<file path="src/rtl/gate_sweep_ctrl_if.sv">
// ============================================================================
// Module   : gate_sweep_ctrl_if
// Brief    : Bundles the sweep request/status signals and the gate operand
//            and result lines.
// Revision : 1.0 - initial release
// ============================================================================
`default_nettype none

interface gate_sweep_ctrl_if;
    logic        start;
    logic        abort;
    logic        a;
    logic        b;
    logic        w;
    logic        x;
    logic        y;
    logic        z;
    logic        busy;
    logic        done;
    logic [1:0]  vec_idx;
    logic [15:0] table_out;
    logic        table_valid;
    logic        mismatch;

    modport master (
        output start, abort, w, x, y, z,
        input  a, b, busy, done, vec_idx, table_out, table_valid, mismatch
    );

    modport slave (
        input  start, abort, w, x, y, z,
        output a, b, busy, done, vec_idx, table_out, table_valid, mismatch
    );
endinterface

`default_nettype wire

</file>
<file path="src/rtl/gate_sweep_ctrl.sv">
// ============================================================================
// Module   : gate_sweep_ctrl
// Brief    : Steps a 2-input gate through operands 00,01,10,11, waits
//            SETTLE_CYCLES per vector and captures {w,x,y,z} into a 16-bit
//            truth table. Define GATE_SWEEP_CHECK_EN to compare the captured
//            table against EXPECTED and flag a sticky mismatch.
// Revision : 1.0 - initial release
// ============================================================================
`default_nettype none

module gate_sweep_ctrl #(
    parameter int          SETTLE_CYCLES = 2,
    parameter logic [15:0] EXPECTED      = 16'hC771
) (
    input  logic               clk,
    input  logic               rst,
    gate_sweep_ctrl_if.slave   bus
);

    typedef enum logic [1:0] {
        ST_IDLE    = 2'd0,
        ST_SETTLE  = 2'd1,
        ST_CAPTURE = 2'd2
    } state_t;

    localparam logic [7:0] c_settle_last = 8'(SETTLE_CYCLES - 1);

    state_t      r_state, w_state_nxt;
    logic [1:0]  r_vec_idx, w_vec_idx_nxt;
    logic [7:0]  r_cnt, w_cnt_nxt;
    logic [15:0] r_table, w_table_nxt;
    logic        r_valid, w_valid_nxt;
    logic        r_done, w_done_nxt;
    logic [3:0]  w_nibble;
    logic [3:0]  w_shift;

    assign w_nibble = {bus.w, bus.x, bus.y, bus.z};
    assign w_shift  = {r_vec_idx, 2'b00};

    always_comb begin
        w_state_nxt   = r_state;
        w_vec_idx_nxt = r_vec_idx;
        w_cnt_nxt     = r_cnt;
        w_table_nxt   = r_table;
        w_valid_nxt   = r_valid;
        w_done_nxt    = 1'b0;
        case (r_state)
            ST_IDLE: begin
                if (bus.start && !bus.abort) begin
                    w_state_nxt   = ST_SETTLE;
                    w_vec_idx_nxt = 2'd0;
                    w_cnt_nxt     = 8'd0;
                    w_table_nxt   = 16'd0;
                    w_valid_nxt   = 1'b0;
                end
            end
            ST_SETTLE: begin
                w_cnt_nxt = r_cnt + 8'd1;
                if (r_cnt == c_settle_last) begin
                    w_state_nxt = ST_CAPTURE;
                end
            end
            ST_CAPTURE: begin
                // Table is cleared on start, so OR-ing the nibble in place is enough
                w_table_nxt = r_table | (16'(w_nibble) << w_shift);
                w_cnt_nxt   = 8'd0;
                if (r_vec_idx == 2'd3) begin
                    w_state_nxt   = ST_IDLE;
                    w_vec_idx_nxt = 2'd0;
                    w_done_nxt    = 1'b1;
                    w_valid_nxt   = 1'b1;
                end else begin
                    w_state_nxt   = ST_SETTLE;
                    w_vec_idx_nxt = r_vec_idx + 2'd1;
                end
            end
            default: begin
                w_state_nxt = ST_IDLE;
            end
        endcase
        // Abort overrides any progress made this cycle, including a capture
        if (bus.abort && (r_state != ST_IDLE)) begin
            w_state_nxt   = ST_IDLE;
            w_vec_idx_nxt = 2'd0;
            w_cnt_nxt     = 8'd0;
            w_table_nxt   = 16'd0;
            w_valid_nxt   = 1'b0;
            w_done_nxt    = 1'b0;
        end
    end

    always_ff @(posedge clk or posedge rst) begin
        if (rst) begin
            r_state   <= ST_IDLE;
            r_vec_idx <= 2'd0;
            r_cnt     <= 8'd0;
            r_table   <= 16'd0;
            r_valid   <= 1'b0;
            r_done    <= 1'b0;
        end else begin
            r_state   <= w_state_nxt;
            r_vec_idx <= w_vec_idx_nxt;
            r_cnt     <= w_cnt_nxt;
            r_table   <= w_table_nxt;
            r_valid   <= w_valid_nxt;
            r_done    <= w_done_nxt;
        end
    end

`ifdef GATE_SWEEP_CHECK_EN
    logic r_mismatch;
    logic w_mismatch_nxt;

    always_comb begin
        w_mismatch_nxt = r_mismatch;
        if ((r_state == ST_IDLE) && bus.start && !bus.abort) begin
            w_mismatch_nxt = 1'b0;
        end else if ((r_state == ST_CAPTURE) && !bus.abort &&
                     (w_nibble != EXPECTED[w_shift +: 4])) begin
            w_mismatch_nxt = 1'b1;
        end
    end

    always_ff @(posedge clk or posedge rst) begin
        if (rst) begin
            r_mismatch <= 1'b0;
        end else begin
            r_mismatch <= w_mismatch_nxt;
        end
    end

    assign bus.mismatch = r_mismatch;
`else
    logic [15:0] w_unused_expected;
    assign w_unused_expected = EXPECTED;
    assign bus.mismatch      = 1'b0;
`endif

    // vec_idx is the operand register itself, so a/b are glitch-free by construction
    assign bus.a           = r_vec_idx[1];
    assign bus.b           = r_vec_idx[0];
    assign bus.vec_idx     = r_vec_idx;
    assign bus.busy        = (r_state != ST_IDLE);
    assign bus.done        = r_done;
    assign bus.table_out   = r_table;
    assign bus.table_valid = r_valid;

endmodule

`default_nettype wire

</file>
<file path="src/flat_wrapper.sv">
// flat-port wrapper written by rule: the top's interface ports become plain ports
module gate_sweep_ctrl_flat 
#(
    parameter int          SETTLE_CYCLES = 2,
    parameter logic [15:0] EXPECTED      = 16'hC771
)
  (clk, rst, bus_start, bus_abort, bus_w, bus_x, bus_y, bus_z, bus_a, bus_b, bus_busy, bus_done, bus_vec_idx, bus_table_out, bus_table_valid, bus_mismatch);
  gate_sweep_ctrl_if bus_i ();
  input  logic clk;
  input  logic rst;
  input wire logic [$bits(bus_i.start)-1:0] bus_start;
  input wire logic [$bits(bus_i.abort)-1:0] bus_abort;
  input wire logic [$bits(bus_i.w)-1:0] bus_w;
  input wire logic [$bits(bus_i.x)-1:0] bus_x;
  input wire logic [$bits(bus_i.y)-1:0] bus_y;
  input wire logic [$bits(bus_i.z)-1:0] bus_z;
  output wire logic [$bits(bus_i.a)-1:0] bus_a;
  output wire logic [$bits(bus_i.b)-1:0] bus_b;
  output wire logic [$bits(bus_i.busy)-1:0] bus_busy;
  output wire logic [$bits(bus_i.done)-1:0] bus_done;
  output wire logic [$bits(bus_i.vec_idx)-1:0] bus_vec_idx;
  output wire logic [$bits(bus_i.table_out)-1:0] bus_table_out;
  output wire logic [$bits(bus_i.table_valid)-1:0] bus_table_valid;
  output wire logic [$bits(bus_i.mismatch)-1:0] bus_mismatch;
  assign bus_i.start = bus_start;
  assign bus_i.abort = bus_abort;
  assign bus_i.w = bus_w;
  assign bus_i.x = bus_x;
  assign bus_i.y = bus_y;
  assign bus_i.z = bus_z;
  assign bus_a = bus_i.a;
  assign bus_b = bus_i.b;
  assign bus_busy = bus_i.busy;
  assign bus_done = bus_i.done;
  assign bus_vec_idx = bus_i.vec_idx;
  assign bus_table_out = bus_i.table_out;
  assign bus_table_valid = bus_i.table_valid;
  assign bus_mismatch = bus_i.mismatch;
  gate_sweep_ctrl #(.SETTLE_CYCLES(SETTLE_CYCLES), .EXPECTED(EXPECTED)) u_core (.clk(clk), .rst(rst), .bus(bus_i));
endmodule
</file>
<file path="config.mk">
export PLATFORM = sky130hd
export DESIGN_NAME = gate_sweep_ctrl_flat
export DESIGN_NICKNAME = d
export VERILOG_FILES = /design/src/rtl/gate_sweep_ctrl_if.sv /design/src/rtl/gate_sweep_ctrl.sv /design/src/flat_wrapper.sv
export SDC_FILE = /design/constraint.sdc
export NUM_CORES = 1
export LEC_CHECK = 0
export CORE_UTILIZATION = 40
export CTS_CLUSTER_DIAMETER = 30
export DETAILED_ROUTE_END_ITERATION = 8
export PLACE_DENSITY_LB_ADDON = 0.2
export SETUP_SLACK_MARGIN = 0.05
export SYNTH_ARGS = -nofsm -noshare
export SYNTH_HDL_FRONTEND = slang
export SYNTH_SLANG_ARGS = --single-unit
</file>
<file path="constraint.sdc">
create_clock -name clk -period 5.2 [get_ports clk]
set_clock_uncertainty 0.15 [all_clocks]
set_input_delay 1.04 -clock clk [delete_from_list [all_inputs] [get_ports clk]]
set_output_delay 1.04 -clock clk [all_outputs]
set_load 0.01 [all_outputs]
</file>
==> results.txt <==
The run finished with clean final reports. The number of synthesized register bits was 30; the number of enable flip-flop cells after synthesis was 0. In the synthesized netlist the dominant register cell turns out to be dfrtp_1. The run gives 157 as the cell count after synthesis. The clock period could shrink to 2880 ps. The first global-routing pass estimated 5.47 mm of wire. The data required time at the worst endpoint is 4010 ps. The logs give 0.275 for the clock share of power and 0.505 for the sequential fraction of the synthesis area.

The die covers 3960 µm². In this run the worst path has a maximum fanout of 9. The final period utilization works out to 0.554. The number of hold-slack violations in the final timing report came out at 0. The transition time at the pin with the least slew margin was 1120 ps; the layout cell share with drive strength beyond 1 was 0.0635. Overall via count from detail_route: 1243. For this run, the top clock speed supported by timing is 347 MHz. Average cell area after synthesis: 9.46 µm². The synthesis-to-finish area growth is 28.8%, and the sum of negative setup slack is 0 ps. TritonCTS built the clock tree. The synthesized netlist contains 29 unique library cells. The tools report the total I/O pin count as 32. The net switching power was 305 µW; the count of port buffers added during placement was 30. The tools report the number of DRC markers in iteration 0 as 70. The height of the die was 62.9 µm.

The final number of setup-violating endpoints came out at 0. After detailed routing, the total wire length is 3.08 mm. The relative contribution of sequential cells to total power is 0.349.

The run gives 0 as the number of diodes added for antenna fixing. The worst hold path belongs to the class reg2reg. Final standard cell utilization of the core: 0.556.

The tools report the largest voltage drop on the vdd net as 0.000295 V. The most prevalent standard cell on the critical path is inv_1. Traced cell by cell, the critical path runs through inv_1, ha_1, inv_1, clkdlybuf4s50_1. Entering global routing, the biggest net connects 31 pins.

The headroom to the max-slew limit is 0.255. When the netlist entered floorplanning its net count stood at 173. In this run the number of H-tree levels came out at 2. Sorting the synthesized cells by area gives the leading types as dfrtp_1 (51%), nand2_1 (6.8%), ha_1 (6.7%).

For this design the static power due to leakage is 0.839 nW. Counting every sink on the clock net gives 30. Routability-driven placement finished with a final weighted congestion of 0.803. The placeable core region was 3440 µm². Data on the critical path arrives at its endpoint at 1690 ps.

Setup repair after global routing left no endpoint under its margin. The number of buffers inserted for hold repair after clock tree synthesis came out at 0. The number of max-capacitance violations reported came out at 0. Setup slack closes at 2320 ps. The initial core utilization is 0.431. Initial antenna violation count: 0. Critical-path cell with the highest stage delay: clkdlybuf4s50_1. The warning count from the yosys run was 0; the remaining routing DRC violations was 0.

Buffers inserted during clock tree synthesis total 5. The run gives 0 as the post-cts repair resize count. The design internal power is 536 µW. The worst setup path is captured at an output pin. The critical path start-end classification is reg2out. The largest incremental delay on the critical path works out to 480 ps. The via count of the first global-routing pass was 1185; the mean number of vias per cell was 5.29. The summed instance area of the synthesized netlist was 1490 µm².

The proportion of register bits with asynchronous set or reset after synthesis is 1.00, and the final net count is 204. The chip width is 62.9 µm. The routed wire length per instance was 13.1 µm. The logs give 0 for the final count of pins violating max slew and 2 for the maximum clock insertion buffer count.

At the later pin of the worst-skew pair, clock insertion delay measures 280 ps. Before CTS, the worst setup slack after placement is 2160 ps. Clock-pin slew was measured on the worst setup and hold paths at 70 ps. The global-route usage over all layers came out at 0.179. For the number of nets with antenna violations after detailed routing, the log shows 0. The cell with the most instances after synthesis was dfrtp_1.

In this run the post-CTS setup repair buffer count came out at 0. The cell taking the most area after synthesis was dfrtp_1. For this design the ratio of total power to cell area is 440 nW/µm².

For the combinational fraction of design power, the log shows 0.376. The number of detailed-routing iterations run before antenna repair is 5, and the placed wire-length estimate is 2.25 mm. The share of Yosys cell area claimed by the top area cell type was 0.505; the total overflow reported by the global router was 0. The switching power share of the total is 0.363. Sorting the synthesized cells by how often they occur yields dfrtp_1 (30), nand2_1 (27), o21ai_0 (20). The clock root buffer was clkbuf_8. The element type at the critical path start is a register.

The floorplan has 21 rows.
==> path summary, 6_finish.rpt <==
path                                          from                        to  slack, ps  depth (start not counted)
min in group asynchronous                      rst   u_core.bus.table_out[5]       1200                          2
max in group asynchronous                      rst  u_core.bus.table_out[14]       3030                          2
hold / removal             u_core.bus.table_out[8]   u_core.bus.table_out[8]        330                          2
setup reg to reg                 u_core.r_state[1]           u_core.r_cnt[5]       3100                          6
setup / recovery                 u_core.r_state[1]                  bus_busy       2320                          4
hold reg to reg            u_core.bus.table_out[8]   u_core.bus.table_out[8]        330                          2
==> registers in the layout, summed over array words and instances, names as in the netlist <==
| signal | count |
|---|---|
| u_core.bus.done | 1 |
| u_core.bus.vec_idx | 2 |
| u_core.r_cnt | 8 |
| u_core.r_state | 2 |
| u_core.bus.table_valid | 1 |
| u_core.bus.table_out | 16 |
==> kinds of logic (layout without fill, tap and decap cells) <==
kind of cell | after synthesis | count (layout) | share of synthesized area
AND/OR/NAND/NOR | 59 | 59 | 0.201
adder cells (fa/ha/maj) | 8 | 8 | 0.0674
other | 1 | 1 | 0.00252
buffers and inverters | 15 | 47 | 0.0514
flip-flops | 30 | 30 | 0.505
AO/OA/AOI/OAI | 43 | 43 | 0.165
multiplexers | 1 | 1 | 0.00758
==> cell type report <==
class	instances	area, µm²
clock buffer	5	68.8
clock inverter	3	40.0
fill	307	1530
inverter	8	30.0
multi-input combinational	112	658
sequential	30	751
tap	46	57.6
timing repair buffer	31	308
==> cells in the final DEF (no fill, tap or decap), drive strengths merged <==
master | Yosys | final
or3 | 4 | 4
or4 | 4 | 4
buf | 5 | 1
mux2 | 1 | 1
bufinv | 0 | 1
o21a | 1 | 1
and3 | 1 | 1
nor2 | 6 | 6
clkbuf | 2 | 5
conb | 1 | 1
o31ai | 5 | 5
a21oi | 11 | 11
clkinv | 0 | 2
nand4 | 2 | 2
dfrtp | 30 | 30
nor3 | 3 | 3
nor4 | 1 | 1
inv | 8 | 8
nand2 | 27 | 27
o2bb2ai | 2 | 2
nand2b | 2 | 2
or4b | 1 | 1
ha | 8 | 8
nor2b | 2 | 2
clkdlybuf4s50 | 0 | 30
a21o | 3 | 3
nand3 | 6 | 6
o21ai | 21 | 21
==> metrics by stage <==
| stage | power (mW) | area [µm²] | cells | hold WS [ps] |
|---|---|---|---|---|
| finish | 0.841 | 1910 | 235 | 328 |
| global route | 0.899 | 1910 | 235 | 363 |
| CTS | 0.850 | 1910 | 235 | 340 |
| detailed placement | 0.615 | 1800 | 227 | 326 |
| global placement | 0.606 | 1800 | 227 | 312 |
| floorplan | 0.506 | 1490 | 157 | 363 |
==> power groups by stage <==
stage	Sequential (mW)	Combinational (mW)	Clock, mW
2_1_floorplan	0.302	0.204	0
3_3_place_gp	0.297	0.309	0
3_5_place_dp	0.298	0.317	0
4_1_cts	0.294	0.319	0.238
5_1_grt	0.299	0.351	0.249
6_report	0.294	0.316	0.231
==> worst max-delay path, delay by kind of cell, from the launching register on <==
family	cells	cell delay, ps
flip-flops	1	420
adder cells (fa/ha/maj)	1	320
buffers and inverters	3	670
==> per-layer routing <==
metal	part of all wire	GRT usage	routed length [µm]
met5	0	0	0
met4	0.017	0.0843	53
met3	0.049	0.0547	151
met1	0.45	0.213	1380
met2	0.49	0.293	1500
Note: power is estimated with default switching activity, not from simulation.
